File: config.mk
export PLATFORM = sky130hd
export DESIGN_NAME = stopwatch_ctrl_flat
export DESIGN_NICKNAME = d
export VERILOG_FILES = /design/src/rtl/stopwatch_ctrl_if.sv /design/src/rtl/stopwatch_ctrl.sv /design/src/flat_wrapper.sv
export SDC_FILE = /design/constraint.sdc
export NUM_CORES = 1
export LEC_CHECK = 0
export ABC_AREA = 1
export BUFFER_PORTS_ARGS = -buffer_cell sky130_fd_sc_hd__buf_4
export CELL_PAD_IN_SITES_DETAIL_PLACEMENT = 0
export CELL_PAD_IN_SITES_GLOBAL_PLACEMENT = 1
export CORE_MARGIN = 4
export CORE_UTILIZATION = 40
export DETAILED_ROUTE_END_ITERATION = 10
export GPL_ROUTABILITY_DRIVEN = 0
export MAX_ROUTING_LAYER = met4
export PLACE_DENSITY = 0.9
export REMOVE_ABC_BUFFERS = 1
export SLEW_MARGIN = 25
export SYNTH_ARGS = -nofsm -noshare
export SYNTH_HDL_FRONTEND = slang
export SYNTH_SLANG_ARGS = --single-unit
File: constraint.sdc
create_clock -name clk -period 1.9 [get_ports clk]
set_clock_uncertainty 0.05 [all_clocks]
set_input_delay 0.38 -clock clk [delete_from_list [all_inputs] [get_ports clk]]
set_output_delay 0.38 -clock clk [all_outputs]
set_load 0.05 [all_outputs]
File: src/rtl/stopwatch_ctrl_if.sv
// stopwatch_ctrl_if: command inputs and display/status outputs of the stopwatch core
interface stopwatch_ctrl_if #(parameter int DIGITS = 4);
   logic [7:0]          i_rx_data;
   logic                i_rx_valid;
   logic                btn_run;
   logic                btn_clear;
   logic                btn_mode;
   logic                btn_lap;
   logic [4*DIGITS-1:0] o_bcd;
   logic                o_running;
   logic                o_down;
   logic                o_wrap;
   logic                o_lap;
   modport master (
      output i_rx_data, i_rx_valid, btn_run, btn_clear, btn_mode, btn_lap,
      input  o_bcd, o_running, o_down, o_wrap, o_lap
   );
   modport slave (
      input  i_rx_data, i_rx_valid, btn_run, btn_clear, btn_mode, btn_lap,
      output o_bcd, o_running, o_down, o_wrap, o_lap
   );
endinterface

File: src/rtl/stopwatch_ctrl.sv
// stopwatch_ctrl: run/stop/clear BCD stopwatch with up/down mode; lap freeze built only when LAP_EN is defined
module stopwatch_ctrl #(
   parameter int CLK_HZ  = 100_000_000,
   parameter int TICK_HZ = 100,
   parameter int DIGITS  = 4
) (
   input logic             clk,
   input logic             reset,
   stopwatch_ctrl_if.slave bus
);
   localparam int DIV = CLK_HZ / TICK_HZ;
   localparam int PW  = $clog2(DIV);
   typedef enum logic {ST_STOP, ST_RUN} state_t;
   state_t              r_state, w_state_nxt;
   logic [PW-1:0]       r_presc;
   logic [4*DIGITS-1:0] r_cnt, w_cnt_step, w_cnt_upd;
   logic                r_down, r_wrap, w_carry, w_tick;
   logic                w_run, w_clear, w_mode;
   assign w_run   = bus.btn_run   | (bus.i_rx_valid & (bus.i_rx_data == 8'h72 | bus.i_rx_data == 8'h52));
   assign w_clear = bus.btn_clear | (bus.i_rx_valid & (bus.i_rx_data == 8'h63 | bus.i_rx_data == 8'h43));
   assign w_mode  = bus.btn_mode  | (bus.i_rx_valid & (bus.i_rx_data == 8'h6d | bus.i_rx_data == 8'h4d));
   assign w_tick  = (r_state == ST_RUN) && (r_presc == PW'(DIV - 1));
   assign w_cnt_upd = w_tick ? w_cnt_step : r_cnt;
   // Next FSM state: clear forces STOP and outranks a simultaneous run toggle
   always_comb begin
      w_state_nxt = r_state;
      if (w_clear) w_state_nxt = ST_STOP;
      else if (w_run) w_state_nxt = (r_state == ST_RUN) ? ST_STOP : ST_RUN;
   end
   // One decimal step of the counter; the carry/borrow out of the top digit marks a wrap
   always_comb begin
      w_cnt_step = r_cnt;
      w_carry = 1'b1;
      for (int i = 0; i < DIGITS; i++) begin
         if (w_carry) begin
            w_cnt_step[4*i +: 4] = r_down ? ((r_cnt[4*i +: 4] == 4'd0) ? 4'd9 : r_cnt[4*i +: 4] - 4'd1)
                                          : ((r_cnt[4*i +: 4] == 4'd9) ? 4'd0 : r_cnt[4*i +: 4] + 4'd1);
            w_carry = r_down ? (r_cnt[4*i +: 4] == 4'd0) : (r_cnt[4*i +: 4] == 4'd9);
         end
      end
   end
   // State, prescaler (held while stopped so no partial tick is lost), live counter, direction and wrap pulse
   always_ff @(posedge clk) begin
      if (reset) begin
         r_state <= ST_STOP;
         r_presc <= '0;
         r_cnt   <= '0;
         r_down  <= 1'b0;
         r_wrap  <= 1'b0;
      end else begin
         r_state <= w_state_nxt;
         r_presc <= w_clear ? '0 : (r_state != ST_RUN) ? r_presc : w_tick ? '0 : r_presc + 1'b1;
         r_cnt   <= w_clear ? '0 : w_cnt_upd;
         r_wrap  <= !w_clear && w_tick && w_carry;
         r_down  <= r_down ^ w_mode;
      end
   end
   assign bus.o_running = (r_state == ST_RUN);
   assign bus.o_down    = r_down;
   assign bus.o_wrap    = r_wrap;
`ifdef LAP_EN
   logic                r_lap, w_lap, w_lap_nxt;
   logic [4*DIGITS-1:0] r_bcd;
   assign w_lap     = bus.btn_lap | (bus.i_rx_valid & (bus.i_rx_data == 8'h6c | bus.i_rx_data == 8'h4c));
   assign w_lap_nxt = !w_clear && (r_lap ^ (w_lap && r_state == ST_RUN));
   // Display register: keeps the shown value while frozen, otherwise follows the live count
   always_ff @(posedge clk) begin
      if (reset) begin
         r_lap <= 1'b0;
         r_bcd <= '0;
      end else begin
         r_lap <= w_lap_nxt;
         r_bcd <= w_lap_nxt ? r_bcd : (w_clear ? '0 : w_cnt_upd);
      end
   end
   assign bus.o_bcd = r_bcd;
   assign bus.o_lap = r_lap;
`else
   logic w_unused_lap;
   assign w_unused_lap = bus.btn_lap;
   assign bus.o_bcd = r_cnt;
   assign bus.o_lap = 1'b0;
`endif
endmodule

File: src/flat_wrapper.sv
// flat-port wrapper written by rule: the top's interface ports become plain ports
module stopwatch_ctrl_flat 
#(
   parameter int CLK_HZ  = 100_000_000,
   parameter int TICK_HZ = 100,
   parameter int DIGITS  = 4
)
  (clk, reset, bus_i_rx_data, bus_i_rx_valid, bus_btn_run, bus_btn_clear, bus_btn_mode, bus_btn_lap, bus_o_bcd, bus_o_running, bus_o_down, bus_o_wrap, bus_o_lap);
  stopwatch_ctrl_if #(.DIGITS(DIGITS)) bus_i ();
  input logic clk;
  input logic reset;
  input wire logic [$bits(bus_i.i_rx_data)-1:0] bus_i_rx_data;
  input wire logic [$bits(bus_i.i_rx_valid)-1:0] bus_i_rx_valid;
  input wire logic [$bits(bus_i.btn_run)-1:0] bus_btn_run;
  input wire logic [$bits(bus_i.btn_clear)-1:0] bus_btn_clear;
  input wire logic [$bits(bus_i.btn_mode)-1:0] bus_btn_mode;
  input wire logic [$bits(bus_i.btn_lap)-1:0] bus_btn_lap;
  output wire logic [$bits(bus_i.o_bcd)-1:0] bus_o_bcd;
  output wire logic [$bits(bus_i.o_running)-1:0] bus_o_running;
  output wire logic [$bits(bus_i.o_down)-1:0] bus_o_down;
  output wire logic [$bits(bus_i.o_wrap)-1:0] bus_o_wrap;
  output wire logic [$bits(bus_i.o_lap)-1:0] bus_o_lap;
  assign bus_i.i_rx_data = bus_i_rx_data;
  assign bus_i.i_rx_valid = bus_i_rx_valid;
  assign bus_i.btn_run = bus_btn_run;
  assign bus_i.btn_clear = bus_btn_clear;
  assign bus_i.btn_mode = bus_btn_mode;
  assign bus_i.btn_lap = bus_btn_lap;
  assign bus_o_bcd = bus_i.o_bcd;
  assign bus_o_running = bus_i.o_running;
  assign bus_o_down = bus_i.o_down;
  assign bus_o_wrap = bus_i.o_wrap;
  assign bus_o_lap = bus_i.o_lap;
  stopwatch_ctrl #(.CLK_HZ(CLK_HZ), .TICK_HZ(TICK_HZ), .DIGITS(DIGITS)) u_core (.clk(clk), .reset(reset), .bus(bus_i));
endmodule
# Word level (Yosys, flattened, before mapping)

Index checks and enable logic that the tools add are counted.

$add $sub $neg: 9
Multipliers: 0
Div/mod/pow operators: 0
Magnitude comparators: 0
Eq/ne operators: 11
Shift operators: 0
Mux-type cells: 21
Bitwise operators: 10
Reductions and logical operators: 12

Operator list:

| kind                  | number |
|---|---|
| $eq 8x7->1 const B    | 6 |
| $mux 4                | 12 |
| $add 20x1->20 const B | 1 |
| $eq 20x20->1 const B  | 1 |
| $mux 20               | 1 |
| $add 4x1->4 const B   | 4 |
| $eq 4x4->1 const B    | 4 |
| $logic_not 4->1       | 4 |
| $sub 4x1->4 const B   | 4 |
| $mux 1                | 8 |
| $or 1x1->1            | 6 |
| $reduce_and 2->1      | 3 |
| $and 1x1->1           | 3 |
| $logic_and 1x1->1     | 3 |
| $reduce_or 2->1       | 1 |
| $logic_not 1->1       | 1 |
| $xor 1x1->1           | 1 |

Bits in registers: 39
Bits in latches: 0
RAM bits: 0
Bits in read-only memories: 0
Output and inout bits: 20
Memories kept: 0

# Longest topological paths before layout

Gate-level depths: netlist of the first run.

Depth in word-level cells: 7
Gate-level depth with buffers: 11
Depth with buffers taken out: 10

# Least setup slack after synthesis of the first run

No wires, ideal clock.

Path kind: flip-flop to flip-flop
From: register u_core.r_state, in the netlist u_core.bus.o_running
To: register u_core.r_cnt[13], in the netlist u_core.bus.o_bcd[13]
Arrival time: 1.615 ns
Required time: 1.733 ns
Slack: 0.118 ns
Stages on the path, launching flop included: 11
Path buffers: 1
Period minus slack after synthesis: 1.782 ns
Path through: dfxtp_1 inv_2 nor2_2 nand2_1 nor2_2 nand3_2 nor2_4 buf_6 nand3_1 nand2_1 nor2_1

Word-level cells in the longest chain between the ends: 2

Ends and longest elaborated chain:

| item                       | line                 | text |
|---|---|---|
| from (decl)                | stopwatch_ctrl.sv:14 | `state_t r_state, w_state_nxt;` |
| from (signal assigned)     | stopwatch_ctrl.sv:51 | `r_state <= w_state_nxt;` |
| $logic_and 1x1->1          | stopwatch_ctrl.sv:22 | `assign w_tick = (r_state == ST_RUN) && (r_presc == PW'(DIV - 1));` |
| $reduce_and 2->1 (no line) | n/a                  |  |
| to (signal assigned)       | stopwatch_ctrl.sv:53 | `r_cnt <= w_clear ? '0 : w_cnt_upd;` |
| to (decl)                  | stopwatch_ctrl.sv:16 | `logic [4*DIGITS-1:0] r_cnt, w_cnt_step, w_cnt_upd;` |

Every way passes these cells.
A chain may end at the register's enable or synchronous reset.

# Final worst setup path of the first run

From: register u_core.r_presc[0]
To: register u_core.r_cnt[5], in the netlist u_core.bus.o_bcd[5]

Word-level cells in the longest chain between the ends: 3

Ends and longest elaborated chain:

| item                       | line                 | text |
|---|---|---|
| from (decl)                | stopwatch_ctrl.sv:15 | `logic [PW-1:0] r_presc;` |
| from (signal assigned)     | stopwatch_ctrl.sv:52 | `r_presc <= w_clear ? '0 : (r_state != ST_RUN) ? r_presc : w_tick ? '0 : r_presc + 1'b1;` |
| $eq 20x20->1               | stopwatch_ctrl.sv:22 |  |
| $logic_and 1x1->1          | stopwatch_ctrl.sv:22 |  |
| $reduce_and 2->1 (no line) | n/a                  |  |

Every way passes these cells.

==> flow_summary.yaml, run 1 <==
worst_setup_path:
  crit_path_frequent_cell: "nor2_4"
  crit_slowest_cell: "dfxtp_1"
  startpoint_type: "register"
  critPathCaptureType: "register"
  slowest_delay_ns: 0.37
  crit_fanout: 8
  required_ns: 2.04
  crit_arrival_ns: 1.85
  crit_type: "reg -> reg"
  cp_cell_sequence: "ha_1 > nand3_1 > nor2_4 > nand3_2 > nor2_4 > nand2_1 > nor3_1 > nor2_1"
drt:
  vias: 2443
  drtPass1Iterations: 4
  wl_per_cell_um: 10.69
  antenna_left: 0
  viasPerCell: 4.753
  drc: 0
  drt_iter0_drc: 84
  wirelength_mm: 5.497
logic_synthesis:
  synth_fa_ha_area_frac: 0.005066
  synth-simple-area-share: 0.4362
  synth.distinct_cells: 34
  ys.warnings.count: 0
  synth_top_family_by_area: "simple AND/OR/NAND/NOR gates"
  yosysSeqAreaShare: 0.3161
  ys_async_sr_fraction: 0
  synth_mux_area_frac: 0
  synth_xor_area_frac: 0.05674
  synth_cells: 402
  synth_edf_count: 0
  synth_compound_area_frac: 0.09068
  ys_ff_latch: 39
  ys.flop_type: "dfxtp_1"
  syn_area_per_cell_um2: 6.144
  synth_area_mm2: 0.002470
global_route:
  grt_max_degree: 17
  antenna_found_initial: 0
  grt_overflow: 0
  first_global_vias: 2357
  grt_use_total: 0.1645
  grt_pass1_wl_mm: 9.901
sta:
  setup_ws_ns: 0.1888
  slew_violations: 0
  holdWs_ns: 0.2916
  fmax_mhz: 584.4
  rsz0062_at_grt: "no"
  setup_viol: 0
  period_share: 0.9006
  hold_violations: 0
  fin_crit_ns: 1.711
floorplanning:
  die_y_um: 86.58
  start_util: 0.4147
  core_area_mm2: 0.005956
  die_w_um: 86.58
  ioPinCount: 35
  dieArea_mm2: 0.007496
  fp-row-count: 28
final_layout:
  layout.nets: 454
  final_util: 0.4920
  final_common_cell: "nand2_1"
  layout_common_cells: "nand2_1, nor2_1, inv_1, dfxtp_1, buf_4"
  syn2layout_area_growth_pct: 18.64
  layout-drive-gt1-share: 0.1412
  diodes: 0
min_path:
  hold_class: "in -> reg"
pwr:
  switchingPower_uw: 391.4
  leakage_uw: 0.001262
  power.density_mw_per_mm2: 607.6
  power_uw: 1781
  combPwrFrac: 0.072
  clockPowerShare: 0.466
  p_int_uw: 1389
  vdd_ir_drop_max_mv: 0.4774
  pwr-share-seq: 0.462
  switching_share: 0.2198
cts:
  clock_latency_ns: 0.29
  cts_tree: "built"
  root_buffer: "clkbuf_8"
  post_cts_buffers: 0
  cts.sink_count: 39
  htreeDepth: 2
  cts_resized: 0
  hold_buffers: 0
  clkSlewWorstSetupHoldPaths_ns: 0.08
  cts_buffers: 5
  cts_buffer_depth: 2
place:
  io_buffers: 31
  dp_slack_ns: 0.2062
  dp_hpwl_mm: 4.252
job:
  cap_viol_max_count: 0
run_status:
  status: "completed"
==> sequential cells by signal, summed over array words and instances, names as in the netlist <==
signal                count
u_core.bus.o_bcd         16
u_core.bus.o_down         1
u_core.bus.o_running      1
u_core.bus.o_wrap         1
u_core.r_presc           20
==> cell families (layout without fill, tap and decap cells) <==
group | count (synthesis) | count (layout)
AOI/OAI and AO/OA | 40 | 40
xor gates and xnor gates | 16 | 16
adders and majority gates | 1 | 1
buffers and inverters | 57 | 94
DFF | 39 | 39
other | 1 | 1
and+or+nand+nor | 248 | 248
==> final timing paths <==
kind | end | depth (start not counted) | slack (ns) | startpoint
max | u_core.bus.o_bcd[5]$_SDFFE_PP0P_ | 8 | 0.19 | u_core.r_presc[0]$_SDFFE_PP0P_
min | u_core.bus.o_down$_SDFF_PP0_ | 4 | 0.29 | reset
max reg2reg | u_core.bus.o_bcd[5]$_SDFFE_PP0P_ | 8 | 0.19 | u_core.r_presc[0]$_SDFFE_PP0P_
min reg2reg | u_core.r_presc[5]$_SDFFE_PP0P_ | 2 | 0.46 | u_core.r_presc[5]$_SDFFE_PP0P_
==> final cells by class <==
| type | instances | area (um^2) |
|---|---|---|
| Sequential cell | 39 | 780.7 |
| Clock buffer | 5 | 68.82 |
| Inverter | 49 | 183.9 |
| Clock inverter | 3 | 67.56 |
| Fill cell | 637 | 3025 |
| Timing Repair Buffer | 37 | 277.8 |
| Multi-Input combinational cell | 306 | 1458 |
| Tap cell | 75 | 93.84 |
==> per-layer routing <==
layer	wire length (um)	global-route usage	vias to the layer above	share of wire
met5	0	-	-	0
met4	67	0.05099	0	0.012
met3	219	0.02947	7	0.040
met2	2676	0.2740	35	0.49
met1	2534	0.2023	1061	0.46
li1	-	-	1340	-
==> per-stage QoR <==
step,cell area [um^2],std cells,setup TNS (ns)
after CTS,2930,514,0
after detailed placement,2794,506,0
after global placement,2794,506,0
after floorplan,2422,394,-1.472
after global routing,2930,514,0
final,2930,514,0
==> power by group through the flow <==
| stage | registers [uW] | logic [uW] | clock network, uW |
|---|---|---|---|
| floorplan | 856 | 60.0 | 0 |
| global placement | 842 | 129 | 0 |
| detailed placement | 842 | 130 | 0 |
| CTS | 823 | 130 | 863 |
| global route | 823 | 144 | 889 |
| finish | 823 | 129 | 829 |
==> worst max-delay path: cells and delay by family, from the launching register on <==
kind / cells / cell delay (ns)
DFF: 1 / 0.37
adders and majority gates: 1 / 0.19
and+or+nand+nor: 7 / 1.00
==> synth_stat cells (all sizes together), types with 2 or more instances <==
library cell / instances / area (um^2)
clkbuf: 2 / 8.750
nand2: 105 / 396.6
nor3: 11 / 55.05
inv: 48 / 180.2
nand3b: 2 / 15.01
o21ai: 17 / 92.59
a21oi: 18 / 90.09
nand3: 33 / 180.2
dfxtp: 39 / 780.8
xor2: 13 / 113.9
buf: 6 / 38.79
nand4: 7 / 43.79
nor2: 87 / 366.6
xnor2: 3 / 26.28
No activity file was read; power rests on OpenSTA's default activity.
==> run 2: changes to the inputs <==
CTS_CLUSTER_DIAMETER = 30   (was default)
PLACE_DENSITY = default   (was 0.9)
PLACE_DENSITY_LB_ADDON = 0.1   (was default)
SETUP_SLACK_MARGIN = 0.15   (was default)
==> run 2 against run 1 <==
Hold slack better by 0.0060 ns. Worst setup slack gained 0.0042 ns. Sequential power hardly changed. Die area unchanged. Design area rose by 0.81%. Combinational power rose by 4%. Utilization is 0.40 points higher. Wire length is 5.9% higher. Sequential cell count is the same. Fmax increased by 0.24%.
==> flow_summary.yaml, run 2 (synthesis results as in run 1) <==
worst_setup_path:
  cp_cell_sequence: "ha_2 > nand3_2 > nor2_4 > nand3_2 > nor2_4 > nand2_1 > nor3_1 > nor2_1"
  crit_type: "reg -> reg"
  required_ns: 2.04
  crit_fanout: 6
  slowest_delay_ns: 0.36
  crit_slowest_cell: "dfxtp_2"
  critPathCaptureType: "register"
  rr_worst_depth: 8
  crit_arrival_ns: 1.85
  startpoint_type: "register"
cts:
  hold_buffers: 0
  cts_tree: "built"
  cts_buffers: 5
  root_buffer: "clkbuf_8"
  cts_buffer_depth: 2
  clock_latency_ns: 0.30
  cts.sink_count: 39
  clkSlewWorstSetupHoldPaths_ns: 0.09
  htreeDepth: 2
place:
  io_buffers: 31
  dp_slack_ns: 0.1635
  dp_hpwl_mm: 4.369
  placed_cell_area_mm2: 0.002801
sta:
  setup_viol: 0
  fin_crit_ns: 1.707
  period_share: 0.8984
  hold_violations: 0
  rsz0062_at_grt: "yes"
  slew_violations: 0
  setup_ws_ns: 0.1930
  fmax_mhz: 585.8
final_layout:
  nFillCells: 654
  final_util: 0.4960
  layout_common_cells: "nand2_1, nor2_1, inv_1, buf_4, dfxtp_1"
  largest_register: "u_core.r_presc"
  layout.nets: 459
  seqCellArea_um2: 784.5
  syn2layout_area_growth_pct: 19.60
  layout-drive-gt1-share: 0.1689
  final_common_cell: "nand2_1"
  largest_reg_flops: 20
  multi_input_area_mm2: 0.001491
  fin_area_mm2: 0.002954
  diodes: 0
floorplanning:
  die_w_um: 86.58
  fp-row-count: 28
  ioPinCount: 35
  core_area_mm2: 0.005956
  start_util: 0.4147
  dieArea_mm2: 0.007496
  die_y_um: 86.58
drt:
  vias: 2514
  drc: 0
  wl_per_cell_um: 11.22
  viasPerCell: 4.844
  drtPass1Iterations: 4
  wirelength_mm: 5.823
  antenna_left: 0
  drt_iter0_drc: 130
global_route:
  grt_overflow: 0
  grt_use_total: 0.1686
  grt_pass1_wl_mm: 9.942
  first_global_vias: 2258
  antenna_found_initial: 0
  grt_max_degree: 17
pwr:
  power.density_mw_per_mm2: 520.9
  vdd_ir_drop_max_mv: 0.2533
  leakage_uw: 0.001262
  power_uw: 1539
run_status:
  status: "completed"
min_path:
  hold_class: "in -> reg"
  worstHoldPathCells: 4
job:
  cap_viol_max_count: 0
-- run 2: path summary, 6_finish.rpt --
| kind | start | endpoint | slack (ns) |
|---|---|---|---|
| setup / recovery | u_core.r_presc[0]$_SDFFE_PP0P_ | u_core.bus.o_bcd[6]$_SDFFE_PP0P_ | 0.19 |
| hold / removal | reset | u_core.bus.o_down$_SDFF_PP0_ | 0.30 |
| setup reg to reg | u_core.r_presc[0]$_SDFFE_PP0P_ | u_core.bus.o_bcd[6]$_SDFFE_PP0P_ | 0.19 |
| hold reg to reg | u_core.r_presc[0]$_SDFFE_PP0P_ | u_core.r_presc[0]$_SDFFE_PP0P_ | 0.47 |
-- run 2: routing by layer --
| metal | vias to the layer above | wire (um) | GRT usage |
|---|---|---|---|
| met3 | 8 | 173 | 0.03232 |
| met1 | 1112 | 2619 | 0.1929 |
| met2 | 37 | 2961 | 0.2955 |
| met4 | 0 | 68 | 0.05382 |
| li1 | 1357 | - | - |
| met5 | - | 0 | - |
-- run 2: report_power, final --
group          internal (uW)  leakage [uW]  total [uW]  switching, uW
Sequential               820      0.000316         822           2.60
Clock                    256     0.0000402         583            327
Combinational           47.1      0.000906         134           86.4
-- run 2: stage by stage --
step           instances  TNS, ns  hold slack, ns
5_1_grt              519        0          0.3046
3_3_place_gp         507        0          0.4416
4_1_cts              516        0          0.2856
2_1_floorplan        394   -1.472          0.4218
6_report             519        0          0.2976
3_5_place_dp         507        0          0.4533
-- run 2: final cells by class --
cell class | count | area share
inverter | 49 | 0.06226
timing repair buffer | 41 | 0.1055
tap | 75 | 0.03177
clock buffer | 5 | 0.02330
multi-input combinational | 307 | 0.5049
clock inverter | 3 | 0.006777
sequential | 39 | 0.2656
-- run 2: worst max-delay path: cells and delay by family, from the launching register on --
| kind | cells | cell delay (ns) |
|---|---|---|
| simple gates | 7 | 1.00 |
| flops | 1 | 0.36 |
| fa+ha+maj | 1 | 0.19 |
-- run 2: repair_timing --
action / CTS / global route
pin swaps: 1 / 3
buffers inserted: 1 / 2
gates resized for setup: 1 / 10
gates cloned: 0 / 1
endpoints found under the setup margin: 1 / 16
==> run 3: changes to the inputs <==
CORE_UTILIZATION = 43   (was 40)
SKIP_LAST_GASP = 1   (was default)
clock period = 2.1 ns   (was 1.9 ns; I/O delays follow)
==> run 3 against run 2 <==
Critical path depth is the same. Hold slack better by 0.034 ns. Total power is 12% lower. Register-to-register slack improved by 0.19 ns. Worst setup slack improved by 0.19 ns. Clock power down 16%. Critical path type unchanged. Fmax decreased by 0.81%. First-iteration DRC count shrank 3.1%. Clock-buffer cell count increased by 2. Wire length down 2.7%.
==> flow_summary.yaml, run 3 (synthesis results as in run 1) <==
worst_setup_path:
  crit_arrival_ns: 1.85
  cp_cell_sequence: "ha_1 > nand3_1 > nor2_4 > nand3_2 > nor2_4 > nand2_1 > nor3_1 > nor2_1"
  crit_slowest_cell: "dfxtp_1"
  slowest_delay_ns: 0.37
  crit_type: "reg -> reg"
  crit_path_frequent_cell: "nor2_4"
  startpoint_type: "register"
  crit_fanout: 8
  critPathCaptureType: "register"
  required_ns: 2.23
drt:
  wl_per_cell_um: 11.08
  wirelength_mm: 5.664
  drc: 0
  antenna_left: 0
  vias: 2502
  drt_iter0_drc: 126
  drtPass1Iterations: 4
  viasPerCell: 4.896
sta:
  worst_pin_slew_ns: 0.5723
  fmax_mhz: 581.1
  period_share: 0.8195
  fin_tns_setup_ns: 0
  hold_violations: 0
  rsz0062_at_grt: "no"
  setup_viol: 0
  fin_crit_ns: 1.721
  slew_violations: 0
  setup_ws_ns: 0.3791
  relSlewSlack: 0.6173
cts:
  cts_tree: "built"
  clock_latency_ns: 0.29
  htreeDepth: 2
  cts_resized: 0
  post_cts_buffers: 0
  cts_buffers: 5
  cts_buffer_depth: 2
  hold_buffers: 0
  cts.sink_count: 39
  clkSlewWorstSetupHoldPaths_ns: 0.08
  root_buffer: "clkbuf_8"
pwr:
  power.density_mw_per_mm2: 470.7
  vdd_ir_drop_max_mv: 0.2576
  leakage_uw: 0.001240
floorplanning:
  ioPinCount: 35
  dieArea_mm2: 0.007021
  die_w_um: 83.79
  die_y_um: 83.79
  core_area_mm2: 0.005540
  start_util: 0.4458
  fp-row-count: 27
final_layout:
  final_common_cell: "nand2_1"
  largest_reg_flops: 20
  fin_area_mm2: 0.002872
  layout-drive-gt1-share: 0.1367
  layout.nets: 454
  syn2layout_area_growth_pct: 16.26
  diodes: 0
  layout_common_cells: "nand2_1, nor2_1, inv_1, dfxtp_1, buf_4"
  largest_register: "u_core.r_presc"
place:
  placed_cell_area_mm2: 0.002790
  dp_slack_ns: 0.2551
  io_buffers: 31
  dp_hpwl_mm: 4.315
global_route:
  grt_overflow: 0
  antenna_found_initial: 0
  grt_use_total: 0.1718
  met1_usage: 0.1975
  grt_pass1_wl_mm: 9.873
  met2_usage: 0.2986
  top_usage_layer: "met2"
  grt_max_degree: 17
  first_global_vias: 2246
  met3_usage: 0.03258
job:
  cap_viol_max_count: 0
run_status:
  status: "completed"
min_path:
  hold_class: "in -> reg"
-- run 3: cell types whose count changed in the layout (fill, tap and decap cells not counted), sizes merged --
cell,before,now
nor2,88,87
clkbuf,5,7
buf,41,37
clkinvlp,2,0
-- run 3: final timing paths --
check                                               startpoint                               end  slack (ns)  cells past startpoint
worst max-delay path            u_core.r_presc[0]$_SDFFE_PP0P_  u_core.bus.o_bcd[5]$_SDFFE_PP0P_        0.38                      8
worst min-delay path                                     reset      u_core.bus.o_down$_SDFF_PP0_        0.33                      4
worst max register to register  u_core.r_presc[0]$_SDFFE_PP0P_  u_core.bus.o_bcd[5]$_SDFFE_PP0P_        0.38                      8
worst min register to register  u_core.r_presc[5]$_SDFFE_PP0P_    u_core.r_presc[5]$_SDFFE_PP0P_        0.46                      2
-- run 3: layout make-up --
cell class                      count  area [um^2]
Clock inverter                      1        5.005
Timing Repair Buffer               37        277.8
Multi-Input combinational cell    306         1458
Tap cell                           72        90.09
Inverter                           49        183.9
Clock buffer                        7        76.32
Fill cell                         592         2669
Sequential cell                    39        780.7
-- run 3: critical path, delay by kind of cell, from the launching register on --
| family | cells | cell delay [ns] |
|---|---|---|
| simple gates | 7 | 1.01 |
| fa+ha+maj | 1 | 0.18 |
| flops | 1 | 0.37 |
-- run 3: where the power goes --
| group | internal (uW) | total (uW) | switching, uW |
|---|---|---|---|
| Clock | 233 | 491 | 258 |
| Sequential | 742 | 744 | 2.34 |
| Combinational | 40.8 | 117 | 75.8 |
-- run 3: per-layer routing --
| metal | vias to the layer above | share of wire |
|---|---|---|
| met2 | 47 | 0.50 |
| met1 | 1101 | 0.45 |
| met3 | 11 | 0.033 |
| met4 | 0 | 0.017 |
| met5 | - | 0 |
| li1 | 1343 | - |
-- run 3: metrics by stage --
step	hold slack, ns	util	instances	power (uW)
floorplan	0.4218	-	394	828.7
global placement	0.4380	0.5036	503	878.2
detailed placement	0.4473	0.5036	503	879.2
CTS	0.3252	0.5183	511	1378
global route	0.3698	0.5183	511	1422
finish	0.3318	0.5183	511	1352
